==> config.mk <==
export PLATFORM = sky130hd
export DESIGN_NAME = rcc_dom_rst_seq
export DESIGN_NICKNAME = d
export VERILOG_FILES = /design/src/rtl/rcc_pkg.sv /design/src/rtl/rcc_dly_cnt.sv /design/src/rtl/rcc_dom_rst_seq.sv
export SDC_FILE = /design/constraint.sdc
export NUM_CORES = 1
export LEC_CHECK = 0
export ABC_AREA = 1
export ABC_CLOCK_PERIOD_IN_PS = 4000
export CAP_MARGIN = 15
export CORE_MARGIN = 2
export CORE_UTILIZATION = 47
export CTS_CLUSTER_DIAMETER = 150
export DETAILED_ROUTE_END_ITERATION = 16
export DONT_BUFFER_PORTS = 1
export GPL_TIMING_DRIVEN = 0
export PLACE_DENSITY = 0.6
export RECOVER_POWER = 25
export SYNTH_ARGS = -nofsm -noshare
export SYNTH_HDL_FRONTEND = slang
export SYNTH_HIERARCHICAL = 1
export SYNTH_SLANG_ARGS = --single-unit
==> constraint.sdc <==
create_clock -name clk -period 4 [get_ports clk]
set_input_delay 0.6 -clock clk [delete_from_list [all_inputs] [get_ports clk]]
set_output_delay 0.6 -clock clk [all_outputs]
set_load 0.01 [all_outputs]
==> src/rtl/rcc_pkg.sv <==
// -----------------------------------------------------------------------------
// rcc_pkg
// Shared types and constants for the RCC power-domain reset sequencer.
//   - rcc_state_t      : sequencer states HOLD..RUN
//   - RCC_CAUSE_*      : reset-cause bit encodings
//   - rcc_cnt_width()  : down-counter width for the longest sequence phase
//   - rcc_decode()     : per-state {dom_rst_n, dom_clk_en, busy}
// -----------------------------------------------------------------------------
package rcc_pkg;

    typedef enum logic [2:0] {
        HOLD    = 3'd0,
        ASSERT  = 3'd1,
        GATE    = 3'd2,
        RELEASE = 3'd3,
        RUN     = 3'd4
    } rcc_state_t;

    localparam logic [1:0] RCC_CAUSE_NONE = 2'b00;
    localparam logic [1:0] RCC_CAUSE_PWR  = 2'b01;
    localparam logic [1:0] RCC_CAUSE_SW   = 2'b10;

    // clog2 of the larger duration, never narrower than one bit.
    function automatic int unsigned rcc_cnt_width(input int unsigned a,
                                                  input int unsigned b);
        int unsigned m;
        m = (a > b) ? a : b;
        return (m <= 1) ? 1 : $clog2(m);
    endfunction

    // Output pattern for a state: {rst_n, clk_en, busy}.
    function automatic logic [2:0] rcc_decode(input rcc_state_t s);
        logic [2:0] o;
        o = 3'b001;
        unique case (s)
            HOLD:    o = 3'b001;
            ASSERT:  o = 3'b011;
            GATE:    o = 3'b001;
            RELEASE: o = 3'b101;
            RUN:     o = 3'b110;
            default: o = 3'b001;
        endcase
        return o;
    endfunction

endpackage : rcc_pkg

==> src/rtl/rcc_dly_cnt.sv <==
// -----------------------------------------------------------------------------
// rcc_dly_cnt
// Loadable, saturating down-counter used for the sequence phase timing and
// for the power-ready timeout.
//   clk          in  : clock
//   rst          in  : synchronous active-high reset (counter <= RST_VAL)
//   i_load       in  : load i_load_val (wins over i_dec)
//   i_load_val   in  : value to load
//   i_dec        in  : decrement while nonzero, holds at zero
//   o_zero_c     out : counter equals zero (combinational from the register)
// -----------------------------------------------------------------------------
module rcc_dly_cnt #(
    parameter int unsigned   W       = 4,
    parameter logic [W-1:0]  RST_VAL = '0
) (
    input  logic         clk,
    input  logic         rst,
    input  logic         i_load,
    input  logic [W-1:0] i_load_val,
    input  logic         i_dec,
    output logic         o_zero_c
);

    logic [W-1:0] r_cnt;

    // Counter register: load has priority, decrement never wraps.
    always_ff @(posedge clk) begin
        if (rst) begin
            r_cnt <= RST_VAL;
        end else if (i_load) begin
            r_cnt <= i_load_val;
        end else if (i_dec && (r_cnt != '0)) begin
            r_cnt <= r_cnt - W'(1);
        end
    end

    assign o_zero_c = (r_cnt == '0);

endmodule : rcc_dly_cnt

==> src/rtl/rcc_dom_rst_seq.sv <==
// -----------------------------------------------------------------------------
// rcc_dom_rst_seq
// Power-domain reset sequencer. Converts power-ready or a software reset
// request into: reset asserted with clock running, clock gated, reset
// released, clock re-enabled. Keeps a sticky reset flag and cause.
//
// Optional feature macro: RCC_RST_SEQ_TIMEOUT_EN
//   defined   : pwr_timeout sets (sticky) after PWR_TIMEOUT consecutive HOLD
//               cycles; cleared by flag_clr or rst.
//   undefined : pwr_timeout is constant 0.
//
// Ports:
//   clk          in  : domain clock
//   rst          in  : synchronous active-high reset
//   pwr_rdy      in  : domain power good (synchronous to clk)
//   sw_rst_req   in  : single-cycle software reset request
//   flag_clr     in  : single-cycle clear of rst_flag / rst_cause / pwr_timeout
//   dom_rst_n    out : domain reset, active-low
//   dom_clk_en   out : domain clock enable
//   busy         out : sequence in progress (state != RUN)
//   rst_flag     out : sticky, a domain reset occurred
//   rst_cause    out : 01 power, 10 software, 11 both since last clear
//   pwr_timeout  out : sticky power-ready timeout
// -----------------------------------------------------------------------------
module rcc_dom_rst_seq
    import rcc_pkg::*;
#(
    parameter int unsigned RST_DURATION             = 10,
    parameter int unsigned CLK_ON_AFTER_RST_RELEASE = 8,
    parameter int unsigned PWR_TIMEOUT              = 1023
) (
    input  logic       clk,
    input  logic       rst,
    input  logic       pwr_rdy,
    input  logic       sw_rst_req,
    input  logic       flag_clr,
    output logic       dom_rst_n,
    output logic       dom_clk_en,
    output logic       busy,
    output logic       rst_flag,
    output logic [1:0] rst_cause,
    output logic       pwr_timeout
);

    localparam int unsigned CNT_W = rcc_cnt_width(RST_DURATION, CLK_ON_AFTER_RST_RELEASE);
    localparam logic [CNT_W-1:0] RST_LD = CNT_W'(RST_DURATION - 1);
    localparam logic [CNT_W-1:0] CLK_LD = CNT_W'(CLK_ON_AFTER_RST_RELEASE - 1);

    // Zero durations cannot be sequenced; such a build elaborates this
    // empty marker block so it is visible in the hierarchy.
    if ((RST_DURATION == 0) || (CLK_ON_AFTER_RST_RELEASE == 0) || (PWR_TIMEOUT == 0))
    begin : g_bad_duration_params
    end

    rcc_state_t       r_state;
    rcc_state_t       w_state_nxt;
    logic             r_dom_rst_n;
    logic             r_dom_clk_en;
    logic             r_busy;
    logic             r_rst_flag;
    logic [1:0]       r_rst_cause;

    logic             w_enter_assert;
    logic [1:0]       w_cause_new;
    logic             w_cnt_load;
    logic [CNT_W-1:0] w_cnt_load_val;
    logic             w_cnt_dec;
    logic             w_cnt_zero_c;

    // Phase counter: holds ASSERT and RELEASE durations.
    rcc_dly_cnt #(
        .W       (CNT_W),
        .RST_VAL ('0)
    ) u_seq_cnt (
        .clk        (clk),
        .rst        (rst),
        .i_load     (w_cnt_load),
        .i_load_val (w_cnt_load_val),
        .i_dec      (w_cnt_dec),
        .o_zero_c   (w_cnt_zero_c)
    );

    // Next-state and counter control. Loss of power beats everything else;
    // a software request restarts the sequence from any state except HOLD.
    always_comb begin
        w_state_nxt    = r_state;
        w_enter_assert = 1'b0;
        w_cause_new    = RCC_CAUSE_NONE;
        w_cnt_load     = 1'b0;
        w_cnt_load_val = RST_LD;
        w_cnt_dec      = 1'b0;

        if (!pwr_rdy) begin
            w_state_nxt = HOLD;
        end else begin
            unique case (r_state)
                HOLD: begin
                    w_state_nxt    = ASSERT;
                    w_enter_assert = 1'b1;
                    w_cause_new    = RCC_CAUSE_PWR;
                end
                ASSERT: begin
                    if (sw_rst_req) begin
                        w_state_nxt    = ASSERT;
                        w_enter_assert = 1'b1;
                        w_cause_new    = RCC_CAUSE_SW;
                    end else if (w_cnt_zero_c) begin
                        w_state_nxt = GATE;
                    end else begin
                        w_cnt_dec = 1'b1;
                    end
                end
                GATE: begin
                    if (sw_rst_req) begin
                        w_state_nxt    = ASSERT;
                        w_enter_assert = 1'b1;
                        w_cause_new    = RCC_CAUSE_SW;
                    end else begin
                        w_state_nxt    = RELEASE;
                        w_cnt_load     = 1'b1;
                        w_cnt_load_val = CLK_LD;
                    end
                end
                RELEASE: begin
                    if (sw_rst_req) begin
                        w_state_nxt    = ASSERT;
                        w_enter_assert = 1'b1;
                        w_cause_new    = RCC_CAUSE_SW;
                    end else if (w_cnt_zero_c) begin
                        w_state_nxt = RUN;
                    end else begin
                        w_cnt_dec = 1'b1;
                    end
                end
                RUN: begin
                    if (sw_rst_req) begin
                        w_state_nxt    = ASSERT;
                        w_enter_assert = 1'b1;
                        w_cause_new    = RCC_CAUSE_SW;
                    end
                end
                default: begin
                    w_state_nxt = HOLD;
                end
            endcase
        end

        if (w_enter_assert) begin
            w_cnt_load     = 1'b1;
            w_cnt_load_val = RST_LD;
        end
    end

    // State register with outputs decoded from the next state, so each
    // output register always matches the state it belongs to.
    always_ff @(posedge clk) begin
        if (rst) begin
            r_state      <= HOLD;
            r_dom_rst_n  <= 1'b0;
            r_dom_clk_en <= 1'b0;
            r_busy       <= 1'b1;
        end else begin
            r_state <= w_state_nxt;
            {r_dom_rst_n, r_dom_clk_en, r_busy} <= rcc_decode(w_state_nxt);
        end
    end

    // Sticky flag and cause: a new reset in the same cycle as a clear wins
    // and leaves only the new cause.
    always_ff @(posedge clk) begin
        if (rst) begin
            r_rst_flag  <= 1'b0;
            r_rst_cause <= RCC_CAUSE_NONE;
        end else if (w_enter_assert) begin
            r_rst_flag  <= 1'b1;
            r_rst_cause <= flag_clr ? w_cause_new : (r_rst_cause | w_cause_new);
        end else if (flag_clr) begin
            r_rst_flag  <= 1'b0;
            r_rst_cause <= RCC_CAUSE_NONE;
        end
    end

`ifdef RCC_RST_SEQ_TIMEOUT_EN
    localparam int unsigned TO_W = (PWR_TIMEOUT <= 1) ? 1 : $clog2(PWR_TIMEOUT);
    localparam logic [TO_W-1:0] TO_LD = TO_W'(PWR_TIMEOUT - 1);

    logic w_in_hold;
    logic w_to_zero_c;
    logic r_pwr_timeout;

    assign w_in_hold = (r_state == HOLD);

    // Reloads on every non-HOLD cycle, so only consecutive HOLD cycles count.
    rcc_dly_cnt #(
        .W       (TO_W),
        .RST_VAL (TO_LD)
    ) u_to_cnt (
        .clk        (clk),
        .rst        (rst),
        .i_load     (!w_in_hold),
        .i_load_val (TO_LD),
        .i_dec      (w_in_hold),
        .o_zero_c   (w_to_zero_c)
    );

    // Sticky timeout; state is not affected.
    always_ff @(posedge clk) begin
        if (rst) begin
            r_pwr_timeout <= 1'b0;
        end else if (w_in_hold && w_to_zero_c) begin
            r_pwr_timeout <= 1'b1;
        end else if (flag_clr) begin
            r_pwr_timeout <= 1'b0;
        end
    end

    assign pwr_timeout = r_pwr_timeout;
`else
    assign pwr_timeout = 1'b0;
`endif

    assign dom_rst_n  = r_dom_rst_n;
    assign dom_clk_en = r_dom_clk_en;
    assign busy       = r_busy;
    assign rst_flag   = r_rst_flag;
    assign rst_cause  = r_rst_cause;

endmodule : rcc_dom_rst_seq

# == Word-level counts from Yosys, hierarchy flattened ==
# Cells that the tools add are included.
# totals
elab_cells,58
input_bits,5
out_inout_bits,7
register_bits,13
# classes
eq_ne,7
bitwise_logic,1
muxes,34
reduce_logical,8
addsub,1
# ops
op,n
$mux W4,6
$mux W3,6
$pmux W3 S5,1
$mux W1,12
$mux W2,6
$eq A3 B2 Y1 const B,3
$pmux W3 S3,1
$eq A3 B1 Y1 const B,2
$eq A3 B3 Y1 const B,2
$logic_not A4 Y1,1
$pmux W2 S2,1
$reduce_bool A2 Y1,2
$reduce_bool A4 Y1,1
$reduce_or A4 Y1,1
$sub A4 B1 Y4 const B,1
$logic_not A3 Y1,1
$or A2 B2 Y2,1
$pmux W1 S2,1
$reduce_or A2 Y1,1
$logic_and A1 B1 Y1,1

# == Longest topological paths before layout ==
# Gate-level depths: netlist of the first run.
# logic_depth
depth_word,8
mapped_depth,11
ltp_nobuf,11

# == Hierarchy ==
# Netlist of the first run, hierarchy kept.
# by_module_without_submodules
mod,seq_area_each_um2,instances,cells_per_inst,area_each_um2
rcc_dom_rst_seq,180.2,1,62,420.4
rcc_dly_cnt,80.1,1,41,274.0

# == Least setup slack after synthesis of the first run ==
# No wires, ideal clock.
# synth_timing
kind,reg-to-reg
from,register u_seq_cnt.r_cnt[0]
to,register u_seq_cnt.r_cnt[1]
setup_time_ns,0.116
arrival_ns,1.596
setup_slack_ns,2.289
stages_incl_launch_ff,11
n_path_buf,0
required_ns,3.884
period_less_slack_ns,1.711
cell_sequence,dfxtp_1 inv_1 ha_1 nand3_2 inv_1 nor4b_1 nand2_4 nand2_4 clkinv_2 nor2_1 nor2_1
# synth_between
elab_chain_cells,7
word_cells_on_any_way,11
classes_between,add/sub: 1; mux: 6; reduce/logical: 4
# synth_rtl
element,line,source
start: declaration,rcc_dly_cnt.sv:24,logic [W-1:0] r_cnt;
start signal: assignment,rcc_dly_cnt.sv:31,r_cnt <= i_load_val;
start signal: assignment,rcc_dly_cnt.sv:33,r_cnt <= r_cnt - W'(1);
$logic_not A4 Y1,rcc_dly_cnt.sv:37,assign o_zero_c = (r_cnt == '0);
net w_cnt_zero_c,rcc_dom_rst_seq.sv:68,logic w_cnt_zero_c;
$mux W1,"rcc_dom_rst_seq.sv:107, rcc_dom_rst_seq.sv:129",
$mux W1,rcc_dom_rst_seq.sv:125,if (sw_rst_req) begin
$mux W1,n/a,
$mux W1,rcc_dom_rst_seq.sv:93,if (!pwr_rdy) begin
net w_cnt_dec,rcc_dom_rst_seq.sv:67,logic w_cnt_dec;
$logic_and A1 B1 Y1,rcc_dly_cnt.sv:32,end else if (i_dec && (r_cnt != '0)) begin
$reduce_bool A2 Y1 (no source line),n/a,
# The timed path passes the listed nets, and every way through them passes these cells. The select of a mux whose other input is x is not followed.
# A chain may end at the register's enable or synchronous reset.

# == Final worst setup path of the first run ==
# Same ends and word-level chain as after synthesis.

==> results of run 1 <==
flip-flops by register name, indices dropped and copies added (netlist names):
register         cells
busy                 1
dom_clk_en           1
dom_rst_n            1
r_state              3
rst_cause            2
rst_flag             1
u_seq_cnt/r_cnt      4
metrics by stage:
stage	instances	util [%]	total power [W]	cell area [µm²]	hold WS (ns)
global route	122	55.2	0.000288	736	0.365
CTS	122	55.4	0.000273	739	0.375
floorplan	103	-	0.000187	694	0.462
finish	122	55.2	0.000271	736	0.378
global placement	118	53.5	0.000194	713	0.481
detailed placement	118	53.5	0.000195	713	0.478
routing by layer:
metal	wire length [µm]	share of wire, %	track usage (%)
met1	568	47	20.2
met2	556	46	21.2
met3	87	7.1	3.02
met4	5	0.41	7.50
met5	0	0	0
cells in the mapped netlist:
| cell | number | area [µm²] |
|---|---|---|
| o21ai_2 | 1 | 8.76 |
| o22ai_1 | 1 | 6.26 |
| inv_1 | 14 | 52.6 |
| ha_1 | 1 | 12.5 |
| inv_2 | 4 | 15.0 |
| buf_4 | 1 | 7.51 |
| or2_0 | 1 | 6.26 |
| xor2_1 | 1 | 8.76 |
| conb_1 | 2 | 7.51 |
| nor2_1 | 12 | 45.0 |
| nor3_1 | 1 | 5.00 |
| nand2_1 | 24 | 90.1 |
| nand3_2 | 2 | 20.0 |
| nand2_4 | 2 | 22.5 |
| dfxtp_1 | 13 | 260 |
| o21ai_0 | 3 | 15.0 |
| nand3_1 | 11 | 55.1 |
| nor4b_1 | 1 | 8.76 |
| a21oi_2 | 1 | 8.76 |
| a21oi_1 | 3 | 15.0 |
| nor2_2 | 2 | 12.5 |
| nand4_1 | 1 | 6.26 |
| clkinv_2 | 1 | 5.00 |
cell usage in the layout (no fill, tap or decap):
| cell type | count |
|---|---|
| conb_1 | 2 |
| clkbuf_4 | 3 |
| o22ai_1 | 1 |
| xor2_1 | 1 |
| nand3_2 | 2 |
| nand2_1 | 24 |
| a21oi_2 | 1 |
| nor3_1 | 1 |
| o21ai_0 | 4 |
| nor2_1 | 12 |
| inv_2 | 4 |
| dfxtp_1 | 13 |
| nand2_4 | 2 |
| inv_1 | 14 |
| ha_1 | 1 |
| a21oi_1 | 3 |
| clkinv_2 | 1 |
| nand3_1 | 11 |
| nor2_2 | 2 |
| buf_4 | 1 |
| or2_0 | 1 |
| clkbuf_1 | 1 |
| nor4b_1 | 1 |
| nand4_1 | 1 |
power groups by stage:
stage	logic [W]	registers, W	clock network [W]
after floorplan	0.0000413	0.000146	0
after CTS	0.0000477	0.000144	0.0000810
final	0.0000475	0.000144	0.0000790
after global placement	0.0000470	0.000147	0
after global routing	0.0000550	0.000145	0.0000874
after detailed placement	0.0000475	0.000147	0
path summary, 6_finish.rpt:
check / startpoint / endpoint / slack (ns) / cells after the start
max reg2reg: u_seq_cnt/r_cnt[0] / u_seq_cnt/r_cnt[1] / 2.17 / 10
max: u_seq_cnt/r_cnt[0] / u_seq_cnt/r_cnt[1] / 2.17 / 10
min reg2reg: u_seq_cnt/r_cnt[3] / u_seq_cnt/r_cnt[3] / 0.50 / 2
min: rst / u_seq_cnt/r_cnt[3] / 0.38 / 1
kinds of logic (layout without fill, tap and decap cells):
logic type | after synthesis | count (layout) | share of synthesized area, %
other cells | 2 | 2 | 1.08
fa+ha+maj | 1 | 1 | 1.80
compound gates | 9 | 9 | 7.75
simple gates | 57 | 57 | 39.1
xor+xnor | 1 | 1 | 1.26
flops | 13 | 13 | 37.5
buf+inv | 20 | 24 | 11.5
cell type report:
class	instances	area (µm²)	area share, %
Multi-Input combinational cell	70	350	47.6
Sequential cell	13	260	35.4
Inverter	19	72.6	9.86
Clock buffer	4	26.3	3.57
Tap cell	15	18.8	2.55
Buffer	1	7.51	1.02
==> results.py, run 1 <==
metrics = {
    "place": {
        "place.gp.congestion": 0.821,
        "pre_cts_ws_ns": 2.18,
        "hpwl_um": 974,
        "io_buffer_count": 0,
    },
    "worst_setup_path": {
        "path_class": "reg -> reg",
        "worst-endpoint-arrival_ns": 2.01,
        "path_delay_family": "simple AND/OR/NAND/NOR gates",
        "slowest_delay_ns": 0.50,
        "cp_num_buf_inv": 3,
        "crit_path_cell_trace": "inv_1, ha_1, nand3_2, inv_1, nor4b_1, nand2_4, nand2_4, clkinv_2, nor2_1, nor2_1",
        "end_kind": "flip-flop",
        "start_kind": "flip-flop",
        "crit_fanout": 5,
        "cp.required_ns": 4.17,
        "slowest_stage": "nor4b_1",
    },
    "timing": {
        "hold_violations": 0,
        "fin_ws_ns": 2.17,
        "finalSetupTns_ns": 0,
        "maxSlewHeadroom_pct": 61.6,
        "finalCritPeriodShare_pct": 45.9,
        "fin_skew_ns": 0.000745,
        "max_freq_mhz": 545,
        "timing.final.crit_period_ns": 1.83,
        "worstMarginPinSlew_ns": 0.570,
        "setup-violations-final": 0,
        "rsz0062_at_grt": "false",
        "drv_slew": 0,
    },
    "global_route": {
        "first_global_vias": 506,
        "grt_usage_pct": 14.6,
        "grt_max_degree": 9,
        "grt_pass1_wl_mm": 2.02,
        "grt_antenna_before_repair": 0,
        "grt-ovfl-total": 0,
    },
    "floorplanning": {
        "die_y_um": 42.4,
        "core-area_um2": 1330,
        "ios": 12,
        "initial_core_util_pct": 52.1,
        "die_w_um": 42.4,
        "die-area_um2": 1800,
        "rows": 13,
    },
    "yosys": {
        "synth_seq_cells": 13,
        "syn-num-nets": 109,
        "syn_area_per_cell_um2": 6.74,
        "yosysUniqueCellTypes": 23,
        "ys_seq_area_share_pct": 37.5,
        "synth_area_um2": 694,
        "ys_warn_count": 6,
        "synthCells": 103,
    },
    "clock_tree": {
        "clk_pin_slew_worst_paths_ns": 0.07,
        "cts_setup_buffers": 0,
        "cts_resized": 0,
        "clock_sinks": 13,
        "numCtsBuffers": 3,
        "hold_buffers": 0,
        "clock_latency_ns": 0.27,
        "cts_tree": "built",
        "cts_max_path_buffers": 2,
        "cts-root-buf": "clkbuf_4",
        "cts.htree.levels": 1,
    },
    "detailed_routing": {
        "vias": 592,
        "via_per_inst": 4.85,
        "drt_iter0_drc": 13,
        "wl_per_cell_um": 9.98,
        "drc": 0,
        "wl_mm": 1.22,
        "detail-route-antenna-nets": 0,
        "dr.pass1.iters": 4,
    },
    "final_layout": {
        "area_growth_pct": 5.95,
        "fin_nets": 114,
        "fill_cells": 135,
        "antenna_cells": 0,
        "layout-drive-gt1-share_pct": 15.0,
    },
    "power_and_ir_drop": {
        "netSwitchingPower_w": 0.0000767,
        "vdd_drop_max_v": 0.000183,
        "internal_power_w": 0.000194,
        "power_frac_clock_pct": 29.2,
        "p_leak_nw": 0.380,
        "p_per_area_nw_per_um2": 368,
        "seq_power_share_pct": 53.3,
        "switching_share_pct": 28.3,
        "pwr-share-comb_pct": 17.6,
    },
    "hold_path": {
        "hold_path_class": "in -> reg",
    },
    "outcome": {
        "outcome": "completed",
    },
    "run": {
        "maxCapViolations": 0,
    },
}
No activity file was read; power rests on OpenSTA's default activity.
==> run 2, diff against run 1 <==
--- a/config.mk
+++ b/config.mk
@@ -6,7 +6,7 @@
 export NUM_CORES = 1
 export LEC_CHECK = 0
 export ABC_AREA = 1
-export ABC_CLOCK_PERIOD_IN_PS = 4000
+export ABC_CLOCK_PERIOD_IN_PS = 1900
 export CAP_MARGIN = 15
 export CORE_MARGIN = 2
 export CORE_UTILIZATION = 47
==> constraint.sdc (replaced) <==
create_clock -name clk -period 1.9 [get_ports clk]
set_input_delay 0.285 -clock clk [delete_from_list [all_inputs] [get_ports clk]]
set_output_delay 0.285 -clock clk [all_outputs]
set_load 0.01 [all_outputs]
==> run 2 against run 1 <==
Clock power grew 110%; hold slack worse by 0.31 ns; sequential share of layout area fell by 0.47 points; clock skew rose by 0.00087 ns; worst setup slack got worse by 2.0 ns; combinational power grew 110%; utilization up 0.75 points; critical path depth did not move; global-route usage unchanged; final area increased by 1.4%; cell count unchanged; non-clock buffer count unchanged; critical path type unchanged; largest cell class unchanged; largest power group unchanged.
==> results.py, run 2 (synthesis gave the netlist of run 1 again) <==
metrics = {
    "final_layout": {
        "fill_cells": 135,
        "final_common_cell": "nand2_1",
        "mostFrequentLayoutCells": "24 x nand2_1, 14 x inv_1, 13 x dfxtp_1",
        "area_growth_pct": 7.39,
        "largest_register": "u_seq_cnt/r_cnt",
        "largest_register_ffs": 4,
        "fin_nets": 114,
        "final_util_pct": 55.9,
        "antenna_cells": 0,
        "layout-drive-gt1-share_pct": 16.8,
    },
    "floorplanning": {
        "die_w_um": 42.4,
        "initial_core_util_pct": 52.1,
        "rows": 13,
        "ios": 12,
        "die_y_um": 42.4,
        "core-area_um2": 1330,
        "die-area_um2": 1800,
    },
    "worst_setup_path": {
        "slowest_stage": "nor4b_2",
        "path_class": "reg -> reg",
        "cp.required_ns": 2.07,
        "worst-endpoint-arrival_ns": 1.86,
        "path_delay_family": "simple AND/OR/NAND/NOR gates",
        "end_kind": "flip-flop",
        "cp_num_buf_inv": 3,
        "start_kind": "flip-flop",
        "crit_path_cell_trace": "inv_1, ha_1, nand3_2, inv_1, nor4b_2, nand2_4, nand2_4, clkinv_2, nor2_1, nor2_1",
        "slowest_delay_ns": 0.37,
        "crit_start": "u_seq_cnt/r_cnt[0]",
        "r2r-start": "u_seq_cnt/r_cnt[0]",
        "crit_fanout": 5,
    },
    "detailed_routing": {
        "drt_iter0_drc": 18,
        "detail-route-antenna-nets": 0,
        "dr.pass1.iters": 4,
        "drc": 0,
        "wl_per_cell_um": 10.0,
        "wl_mm": 1.23,
        "via_per_inst": 4.90,
        "vias": 598,
    },
    "global_route": {
        "grt_max_degree": 9,
        "grt_pass1_wl_mm": 2.02,
        "grt_usage_pct": 14.6,
        "first_global_vias": 506,
        "grt_antenna_before_repair": 0,
        "grt-ovfl-total": 0,
    },
    "run": {
        "maxCapViolations": 0,
    },
    "power_and_ir_drop": {
        "internal_power_w": 0.000409,
        "vdd_drop_max_v": 0.000387,
        "netSwitchingPower_w": 0.000160,
        "p_per_area_nw_per_um2": 763,
        "switching_share_pct": 28.2,
        "p_leak_nw": 0.381,
        "power_w": 0.000569,
        "seq_power_share_pct": 53.4,
        "power_frac_clock_pct": 28.8,
        "pwr-share-comb_pct": 17.8,
    },
    "clock_tree": {
        "cts_setup_buffers": 0,
        "clock_sinks": 13,
        "cts-root-buf": "clkbuf_4",
        "clock_latency_ns": 0.27,
        "cts_tree": "built",
        "cts_max_path_buffers": 2,
        "cts.htree.levels": 1,
        "clk_pin_slew_worst_paths_ns": 0.07,
        "numCtsBuffers": 3,
        "hold_buffers": 0,
        "cts_resized": 0,
    },
    "place": {
        "io_buffer_count": 0,
        "hpwl_um": 974,
        "pre_cts_ws_ns": 0.0772,
        "place.gp.congestion": 0.821,
    },
    "timing": {
        "fin_ws_ns": 0.209,
        "finalCritPeriodShare_pct": 89.0,
        "setup-violations-final": 0,
        "timing.final.crit_period_ns": 1.69,
        "fin_skew_ns": 0.00161,
        "hold_violations": 0,
        "finalSetupTns_ns": 0,
        "max_freq_mhz": 591,
        "rsz0062_at_grt": "false",
        "drv_slew": 0,
    },
    "outcome": {
        "outcome": "completed",
    },
    "hold_path": {
        "hold_path_class": "in -> reg",
        "hold_start": "rst",
    },
}
## run 2: worst paths after layout
path / end / slack [ns] / depth (start not counted)
min reg2reg: u_seq_cnt/r_cnt[3] / 0.50 / 2
max: u_seq_cnt/r_cnt[1] / 0.21 / 10
max reg2reg: u_seq_cnt/r_cnt[1] / 0.21 / 10
min: u_seq_cnt/r_cnt[3] / 0.07 / 1
## run 2: cell type report
cell class                      instances  area (µm²)  area share [%]
Clock buffer                            4        26.3            3.52
Tap cell                               15        18.8            2.52
Sequential cell                        13         260            34.9
Inverter                               19        72.6            9.73
Buffer                                  1        7.51            1.01
Multi-Input combinational cell         70         360            48.3
## run 2: layer usage
layer  GRT usage [%]  wire, µm  up-vias
met5               0         0        -
met4            7.50         5        0
met3            3.02        86        2
met2            21.2       564       21
met1            20.2       568      249
li1                -         -      326
## run 2: power by group through the flow
stage               registers, W   logic, W  clock network (W)
floorplan               0.000307  0.0000870                  0
global placement        0.000310  0.0000989                  0
detailed placement      0.000310   0.000100                  0
CTS                     0.000304   0.000100           0.000171
global route            0.000306   0.000117           0.000184
finish                  0.000304   0.000101           0.000164
## run 2: metrics by stage
step / cells / cell area [µm²] / hold WS [ns]
detailed placement: 118 / 713 / 0.351
global placement: 118 / 713 / 0.349
finish: 122 / 746 / 0.0675
global route: 122 / 746 / 0.0500
floorplan: 103 / 694 / 0.347
CTS: 122 / 739 / 0.0603
## run 2: worst reg2reg max path: stages, from the launching register on
cell,delay [ns]
dfxtp_1,0.34
inv_1,0.08
ha_1,0.23
nand3_2,0.11
inv_1,0.08
nor4b_2,0.37
nand2_4,0.10
nand2_4,0.09
clkinv_2,0.05
nor2_1,0.08
nor2_1,0.05
==> run 3, diff against run 2 <==
--- a/config.mk
+++ b/config.mk
@@ -6,7 +6,7 @@
 export NUM_CORES = 1
 export LEC_CHECK = 0
 export ABC_AREA = 1
-export ABC_CLOCK_PERIOD_IN_PS = 1900
+export ABC_CLOCK_PERIOD_IN_PS = 2200
 export CAP_MARGIN = 15
 export CORE_MARGIN = 2
 export CORE_UTILIZATION = 47
==> constraint.sdc (replaced) <==
create_clock -name clk -period 2.2 [get_ports clk]
set_input_delay 0.33 -clock clk [delete_from_list [all_inputs] [get_ports clk]]
set_output_delay 0.33 -clock clk [all_outputs]
set_load 0.01 [all_outputs]
==> results of run 3 <==
The final DEF is identical to that of run 1. Status: completed.
Among the figures that moved: setup slack after placement 2.18 ns -> 0.377 ns; setup slack after layout 2.17 ns -> 0.366 ns; hold slack 0.378 ns -> 0.108 ns; register-to-register setup slack 2.17 ns -> 0.37 ns; total power 0.000271 W -> 0.000492 W; worst IR drop on VDD 0.000183 V -> 0.000333 V
